--- config.mk ---
export PLATFORM = sky130hd
export DESIGN_NAME = morse_key_classifier
export DESIGN_NICKNAME = d
export VERILOG_FILES = /design/src/rtl/morse_key_classifier.sv
export SDC_FILE = /design/constraint.sdc
export NUM_CORES = 1
export LEC_CHECK = 0
export BUFFER_PORTS_ARGS = -buffer_cell sky130_fd_sc_hd__buf_2
export CORE_UTILIZATION = 55
export CTS_BUF_LIST = sky130_fd_sc_hd__clkbuf_4 sky130_fd_sc_hd__clkbuf_8
export CTS_CLUSTER_DIAMETER = 120
export CTS_CLUSTER_SIZE = 16
export DETAILED_ROUTE_END_ITERATION = 8
export PLACE_DENSITY = 0.73
export SYNTH_ARGS = -nofsm -noshare
export SYNTH_HDL_FRONTEND = slang
export SYNTH_SLANG_ARGS = --single-unit
--- constraint.sdc ---
create_clock -name clk -period 2.69 [get_ports clk]
set_clock_uncertainty 0.05 [all_clocks]
set_input_delay 0.538 -clock clk [delete_from_list [all_inputs] [get_ports clk]]
set_output_delay 0.538 -clock clk [all_outputs]
set_load 0.01 [all_outputs]
--- src/rtl/morse_key_classifier.sv ---
// -----------------------------------------------------------------------------
// morse_key_classifier
//   Front end for a straight Morse key. The raw key level is synchronised,
//   debounced, and timed. Each press is classified as a Dot or Dash, and each
//   gap as intra-character, Space (end of character) or EndSeq (end of
//   sequence). Every symbol is emitted as a pulse held PULSE_LEN cycles, so a
//   slower clk/10 domain can sample it.
//
// Ports
//   clk     : system clock
//   Reset   : synchronous, active-high reset
//   Key     : raw asynchronous key level, 1 = pressed
//   Dot     : Dot pulse, PULSE_LEN cycles
//   Dash    : Dash pulse, PULSE_LEN cycles
//   Space   : Space pulse, PULSE_LEN cycles
//   EndSeq  : EndSeq pulse, PULSE_LEN cycles
//   KeyDb   : debounced key level
//   Overrun : sticky, set when a symbol was dropped (pulse and slot both busy)
//
// Internal handshake: req_valid/req_sym is a single-cycle strobe from the
// classifier to the emitter with no backpressure. In the cycle it is seen,
// the emitter either starts the symbol, parks it in the 1-deep pending slot,
// or drops it and sets Overrun.
// -----------------------------------------------------------------------------
module morse_key_classifier #(
   parameter int CNT_W     = 16,
   parameter int DEBOUNCE  = 4,
   parameter int DOT_MIN   = 8,
   parameter int DASH_MIN  = 40,
   parameter int SPACE_GAP = 60,
   parameter int END_GAP   = 140,
   parameter int PULSE_LEN = 10
) (
   input  logic clk,
   input  logic Reset,
   input  logic Key,
   output logic Dot,
   output logic Dash,
   output logic Space,
   output logic EndSeq,
   output logic KeyDb,
   output logic Overrun
);

   localparam int DB_W = $clog2(DEBOUNCE + 1);
   localparam int PL_W = $clog2(PULSE_LEN + 1);

   typedef enum logic [1:0] {ST_IDLE, ST_PRESS, ST_GAP} state_t;
   typedef enum logic [1:0] {SYM_DOT, SYM_DASH, SYM_SPACE, SYM_END} sym_t;

   // ---------------------------------------------------------------- sync + debounce
   logic            s1, s2;
   logic [DB_W-1:0] db_cnt;

   always_ff @(posedge clk) begin
      if (Reset) begin
         s1     <= 1'b0;
         s2     <= 1'b0;
         db_cnt <= '0;
         KeyDb  <= 1'b0;
      end else begin
         s1 <= Key;
         s2 <= s1;
         if (s2 != KeyDb) begin
            // KeyDb follows s2 only after DEBOUNCE consecutive mismatching cycles
            if (db_cnt == DB_W'(DEBOUNCE - 1)) begin
               KeyDb  <= s2;
               db_cnt <= '0;
            end else begin
               db_cnt <= db_cnt + 1'b1;
            end
         end else begin
            db_cnt <= '0;
         end
      end
   end

   // ---------------------------------------------------------------- classifier FSM
   state_t           state, state_nxt;
   logic [CNT_W-1:0] cnt, cnt_nxt, cnt_inc;
   logic             char_q, char_nxt;   // Dot/Dash seen since last Space
   logic             seq_q, seq_nxt;     // Dot/Dash seen since last EndSeq
   logic             is_short, is_dash, at_space, at_end;
   logic             req_valid;
   sym_t             req_sym;

   assign cnt_inc  = (cnt == '1) ? cnt : cnt + 1'b1;   // saturating
   assign is_short = cnt <  CNT_W'(DOT_MIN);
   assign is_dash  = cnt >= CNT_W'(DASH_MIN);
   assign at_space = cnt == CNT_W'(SPACE_GAP);
   assign at_end   = cnt == CNT_W'(END_GAP);

   // state register
   always_ff @(posedge clk) begin
      if (Reset) begin
         state  <= ST_IDLE;
         cnt    <= '0;
         char_q <= 1'b0;
         seq_q  <= 1'b0;
      end else begin
         state  <= state_nxt;
         cnt    <= cnt_nxt;
         char_q <= char_nxt;
         seq_q  <= seq_nxt;
      end
   end

   // next-state logic
   always_comb begin
      state_nxt = state;
      cnt_nxt   = cnt_inc;
      char_nxt  = char_q;
      seq_nxt   = seq_q;
      case (state)
         ST_IDLE: begin
            cnt_nxt = '0;
            if (KeyDb) begin
               state_nxt = ST_PRESS;
               cnt_nxt   = CNT_W'(1);
            end
         end
         ST_PRESS: begin
            if (!KeyDb) begin
               if (!is_short) begin
                  state_nxt = ST_GAP;
                  cnt_nxt   = CNT_W'(1);
                  char_nxt  = 1'b1;
                  seq_nxt   = 1'b1;
               end else if (char_q) begin
                  // glitch press inside a character: gap restarts from release
                  state_nxt = ST_GAP;
                  cnt_nxt   = CNT_W'(1);
               end else begin
                  state_nxt = ST_IDLE;
                  cnt_nxt   = '0;
               end
            end
         end
         ST_GAP: begin
            // a new press wins over a Space/EndSeq falling on the same cycle
            if (KeyDb) begin
               state_nxt = ST_PRESS;
               cnt_nxt   = CNT_W'(1);
            end else if (at_end) begin
               state_nxt = ST_IDLE;
               cnt_nxt   = '0;
               seq_nxt   = 1'b0;
            end else if (at_space && char_q) begin
               char_nxt = 1'b0;
            end
         end
         default: begin
            state_nxt = ST_IDLE;
            cnt_nxt   = '0;
         end
      endcase
   end

   // output logic: symbol requests
   always_comb begin
      req_valid = 1'b0;
      req_sym   = SYM_DOT;
      case (state)
         ST_PRESS: begin
            if (!KeyDb && !is_short) begin
               req_valid = 1'b1;
               req_sym   = is_dash ? SYM_DASH : SYM_DOT;
            end
         end
         ST_GAP: begin
            if (!KeyDb) begin
               if (at_space && char_q) begin
                  req_valid = 1'b1;
                  req_sym   = SYM_SPACE;
               end else if (at_end && seq_q) begin
                  req_valid = 1'b1;
                  req_sym   = SYM_END;
               end
            end
         end
         default: ;
      endcase
   end

   // ---------------------------------------------------------------- pulse emitter
   logic            active, pend_valid, pulse_last;
   sym_t            cur_sym, pend_sym;
   logic [PL_W-1:0] pcnt;

   assign pulse_last = active && (pcnt == PL_W'(PULSE_LEN - 1));

   always_ff @(posedge clk) begin
      if (Reset) begin
         active     <= 1'b0;
         cur_sym    <= SYM_DOT;
         pcnt       <= '0;
         pend_valid <= 1'b0;
         pend_sym   <= SYM_DOT;
         Overrun    <= 1'b0;
      end else if (!active || pulse_last) begin
         // emitter free next cycle: the slot drains first, a new request
         // then takes the slot, so pulses run back-to-back
         pcnt <= '0;
         if (pend_valid) begin
            active     <= 1'b1;
            cur_sym    <= pend_sym;
            pend_valid <= req_valid;
            pend_sym   <= req_sym;
         end else if (req_valid) begin
            active  <= 1'b1;
            cur_sym <= req_sym;
         end else begin
            active <= 1'b0;
         end
      end else begin
         pcnt <= pcnt + 1'b1;
         if (req_valid) begin
            if (!pend_valid) begin
               pend_valid <= 1'b1;
               pend_sym   <= req_sym;
            end else begin
               Overrun <= 1'b1;
            end
         end
      end
   end

   assign Dot    = active && (cur_sym == SYM_DOT);
   assign Dash   = active && (cur_sym == SYM_DASH);
   assign Space  = active && (cur_sym == SYM_SPACE);
   assign EndSeq = active && (cur_sym == SYM_END);

endmodule

Yosys cells after proc, flatten, opt, wreduce, memory -nomap -nowiden:

Index checks and enable logic that the tools add are counted.

* add/sub/neg operators: 3
* muxes and demuxes: 46
* reduce and logical (&&, ||, !) cells: 26
* bitwise gates (word level): 2
* magnitude comparators: 2
* eq/ne operators: 21

Operators with widths (number)
* 16-bit 2-to-1 mux: 4
* 16-bit one-hot mux with 3 select lines: 1
* 2-bit 2-to-1 mux: 15
* 1-bit 2-to-1 mux: 21
* 16-bit by 1-bit adder with 16-bit output (second input constant): 1
* 16-bit equality test (second input constant): 1
* 16-bit by 6-bit equality test with 1-bit output (second input constant): 1
* 16-bit by 8-bit equality test with 1-bit output (second input constant): 1
* 16-bit by 6-bit >= comparator with 1-bit output (second input constant): 1
* 16-bit by 4-bit < comparator with 1-bit output (second input constant): 1
* 2-bit != test (second input constant): 8
* 3-bit AND reduction: 3
* 1-bit logical AND: 8
* 2-bit equality test (second input constant): 3
* 1-bit one-hot mux with 2 select lines: 3
* 2-bit one-hot mux with 3 select lines: 1
* 6-bit AND reduction: 1
* 2-bit nonzero test: 3
* 5-bit AND reduction: 1
* 4-bit by 1-bit adder with 4-bit output (second input constant): 1
* 2-bit by 1-bit equality test with 1-bit output (second input constant): 2
* 4-bit equality test (second input constant): 1
* 2-bit logical NOT: 2
* 2-bit one-hot mux with 2 select lines: 1
* 11 further kinds: 15

* bits in registers: 37
* output and inout port bits: 6
* logic and storage cells: 114
* input bits: 3

Logic depth before layout (Yosys ltp):

* depth after elaboration: 9
* depth in mapped cells: 9

Worst setup path after synthesis:

Ideal clock, no wire load.

* path kind: register to register
* start point: register cnt[11]
* end point: register cnt[9]
* buffers on the path: 2
* stages on the path, launching flop included: 8
* setup time: 0.115 ns
* data arrival time: 2.109 ns
* slack: 0.415 ns
* path through: dfxtp_1 or4_1 or4_1 buf_2 o211ai_1 a211o_1 buf_4 nor2_1

* word-level cells in the longest chain between the ends: 5
* elaborated cells between the ends (all ways): 7
* those cells by class: eq/ne (2); mux (5)

RTL lines
* from (decl): line 80 `logic [CNT_W-1:0] cnt, cnt_nxt, cnt_inc;`
* from (signal assigned): line 102 `cnt <= cnt_nxt;`
* 16-bit equality test: line 87 `assign cnt_inc = (cnt == '1) ? cnt : cnt + 1'b1;`
* 16-bit 2-to-1 mux: line 87
* 16-bit 2-to-1 mux: line 144 `end else if (at_end) begin`
* 16-bit 2-to-1 mux: line 141 `if (KeyDb) begin`
* 16-bit one-hot mux with 3 select lines (*): line 114 `case (state)`

Mark *: on every way between the ends. The rest lies on a longest branch, timed or not.
A chain may end at the register's enable or synchronous reset.

Final worst setup path:

* start point: register cnt[11]
* end point: register state[1]

* word-level cells in the longest chain between the ends: 4
* elaborated cells between the ends (all ways): 7
* those cells by class: order compare (1); eq/ne (2); mux (3); reduce/logical (1)

RTL lines
* 16-bit by 4-bit < comparator with 1-bit output: line 88 `assign is_short = cnt < CNT_W'(DOT_MIN);`
* 2-bit 2-to-1 mux: line 124 `if (!is_short) begin`
* 2-bit 2-to-1 mux: line 123 `if (!KeyDb) begin`
* 2-bit one-hot mux with 3 select lines: line 114
* to (signal assigned): line 101 `state <= state_nxt;`
* to (decl): line 79 `state_t state, state_nxt;`

Several ways; a longest one is shown, not always the timed one. The select of a mux whose other input is x is not followed.

==> results.py <==
metrics = {
    "outcome": {
        "status": "complete, no violations",
    },
    "setup_path": {
        "critPathKind": "register to register",
        "cp.required_ps": 2850,
        "cpMaxStageDelayCell": "or4_1",
        "critical-path-max-stage-delay_ps": 690,
        "worst_setup_path_end_kind": "register",
        "crit_path_max_fanout": 8,
        "crit_chain": "or4_1, or4_1, o21a_1, o311ai_0, a21oi_1",
        "crit_top_cell": "or4_1",
        "worstSetupStartpointType": "register",
        "cp.arrival_ps": 2630,
        "path_delay_family": "simple AND/OR/NAND/NOR gates",
        "crit_buf_inv": 0,
    },
    "timing": {
        "max_freq_mhz": 405.2,
        "worstMarginPinSlew_ps": 473.7,
        "slew_violations": 0,
        "fin_crit_ps": 2468,
        "hold_violations": 0,
        "maxSlewHeadroom": 0.6760,
        "rsz0062_at_grt": "false",
        "totalNegativeSetupSlack_ps": 0,
        "min_period_over_period": 0.9173,
        "setup_viol": 0,
    },
    "placed_design": {
        "portBuffers": 8,
        "place_area_um2": 2087,
        "hpwl_um": 2814,
        "place_congestion": 0.8887,
    },
    "routing": {
        "drt_iter0_drc": 152,
        "vias": 1743,
        "drc": 0,
        "wl_um": 3960,
        "dr.pass1.iters": 4,
        "post_drt_wl_per_cell_um": 13.42,
        "antenna_left": 0,
        "viasPerCell": 5.908,
    },
    "layout": {
        "multi_input_area_um2": 1159,
        "final_nets": 262,
        "seqCellArea_um2": 740.7,
        "syn_to_final_growth_pct": 7.591,
        "antenna_cells": 0,
        "n_fill_cell": 315,
        "drive_above_1_share": 0.08835,
        "fin_area_um2": 2146,
    },
    "clock_tree": {
        "cts_root_buffer": "clkbuf_4",
        "clkTransAtPathRegs_ps": 110,
        "clock_path_buffers": 2,
        "clock-sinks": 37,
        "ctsHoldBuffers": 0,
        "cts_tree": "built",
        "post_cts_buffers": 0,
        "post_cts_resize_count": 0,
        "cts_made_buffers": 5,
        "htreeDepth": 2,
        "clock_latency_ps": 330,
    },
    "grt": {
        "grt_max_degree": 26,
        "grt_remaining_overflow": 0,
        "grt_usage": 0.2342,
        "antenna_found_initial": 0,
        "grt_pass1_vias": 1656,
        "grt_pass1_wl_um": 7355,
    },
    "synthesis": {
        "synth_cells": 241,
        "ys_types": 49,
        "synth_top_area_share": 0.3714,
        "synthAdderAreaFrac": 0.06274,
        "synth_fp_nets": 254,
        "synth_mux_area_frac": 0.02008,
        "yosys-top-cells-count": "dfxtp_1, nor2_1, nand2_1",
        "yosys-top-cells-area": "dfxtp_1, ha_1, nor2_1, nand2_1, xnor2_1",
        "synth_compound_area_frac": 0.1681,
        "synth_xor_area_frac": 0.06148,
        "async_flop_share": 0,
        "synth_seq_cells": 37,
        "ys_seq_area_frac": 0.3714,
        "yosysMostFrequentCell": "dfxtp_1",
        "synth_top_family_by_area": "simple AND/OR/NAND/NOR gates",
        "synth_largest_area_cell": "dfxtp_1",
        "synthSimpleGateAreaFrac": 0.2685,
        "synth_area_um2": 1994,
        "yosys_warnings": 0,
        "syn_avg_cell_area_um2": 8.276,
        "synth_edf_count": 0,
        "synth_flop_cell": "dfxtp_1",
    },
    "floorplan": {
        "initial_core_util": 0.5839,
        "placementRows": 21,
        "die_w_um": 62.22,
        "die_h_um": 62.22,
        "ioPinCount": 9,
        "die-area_um2": 3871,
        "core_area_um2": 3416,
    },
    "run": {
        "drv_cap": 0,
    },
    "pwr": {
        "power_density_nw_per_um2": 401.9,
        "leakagePower_nw": 0.7313,
        "ir_drop_uv": 261.0,
    },
    "hold_path": {
        "min_path_type": "register to register",
    },
}
==> where the power goes <==
part	switching (mW)	internal, mW
registers	0.000695	0.549
logic	0.00684	0.00305
clock network	0.169	0.134
==> stage by stage <==
| step | setup slack [ps] | hold WS, ps | util | total power, mW | instances |
|---|---|---|---|---|---|
| after detailed placement | 259.5 | 368.7 | 0.6110 | 0.5725 | 288 |
| after floorplan | 415.4 | 349.0 | - | 0.5702 | 241 |
| after CTS | 239.7 | 376.3 | 0.6282 | 0.8730 | 295 |
| final | 222.3 | 376.2 | 0.6282 | 0.8623 | 295 |
| after global placement | 300.5 | 365.2 | 0.6110 | 0.5725 | 288 |
| after global routing | 105.8 | 374.8 | 0.6282 | 0.9002 | 295 |
==> kinds of logic after synthesis <==
logic type	after synthesis
and+or+nand+nor	103
adders and majority gates	10
xor gates and xnor gates	14
muxes	4
buffers and inverters	24
AOI/OAI and AO/OA	49
DFF	37
==> layout make-up <==
class | count | share of cell area
multi-input combinational | 180 | 0.5399
sequential | 37 | 0.3452
timing repair buffer | 15 | 0.04315
clock buffer | 7 | 0.02741
tap | 46 | 0.02682
inverter | 10 | 0.01749
==> worst paths after layout <==
path	start	to	slack, ps	cells past startpoint
min reg2reg	db_cnt[0]	db_cnt[0]	380	1
max reg2reg	cnt[11]	state[1]	220	5
max	cnt[11]	state[1]	220	5
min	db_cnt[0]	db_cnt[0]	380	1
==> state kept, by name, indices dropped and copies added (netlist names) <==
signal	flops
KeyDb	1
pend_valid	1
Overrun	1
db_cnt	3
char_q	1
pend_sym	2
s2	1
cur_sym	2
cnt	16
state	2
seq_q	1
s1	1
active	1
pcnt	4
==> placed cells by master, fill, tap and decap left out, types with 4 or more instances in the layout <==
cell	instances
xor2_1	6
nand3_1	8
xnor2_1	8
nor3_1	11
clkbuf_4	6
ha_1	10
a211oi_1	5
buf_2	8
mux2i_1	4
o211ai_1	4
o21ai_0	7
nor4_1	6
buf_4	7
a21oi_1	9
nor2_1	30
nand2_1	19
dfxtp_1	37
or3_1	4
inv_1	10
==> metal layers <==
metal,up-vias,global-route usage,part of all wire
met4,0,0.08430,0.0061
met3,2,0.05699,0.043
met1,803,0.3011,0.49
met2,43,0.3805,0.47
met5,-,0,0
li1,895,-,-
Power figures use the tool's default switching activity.
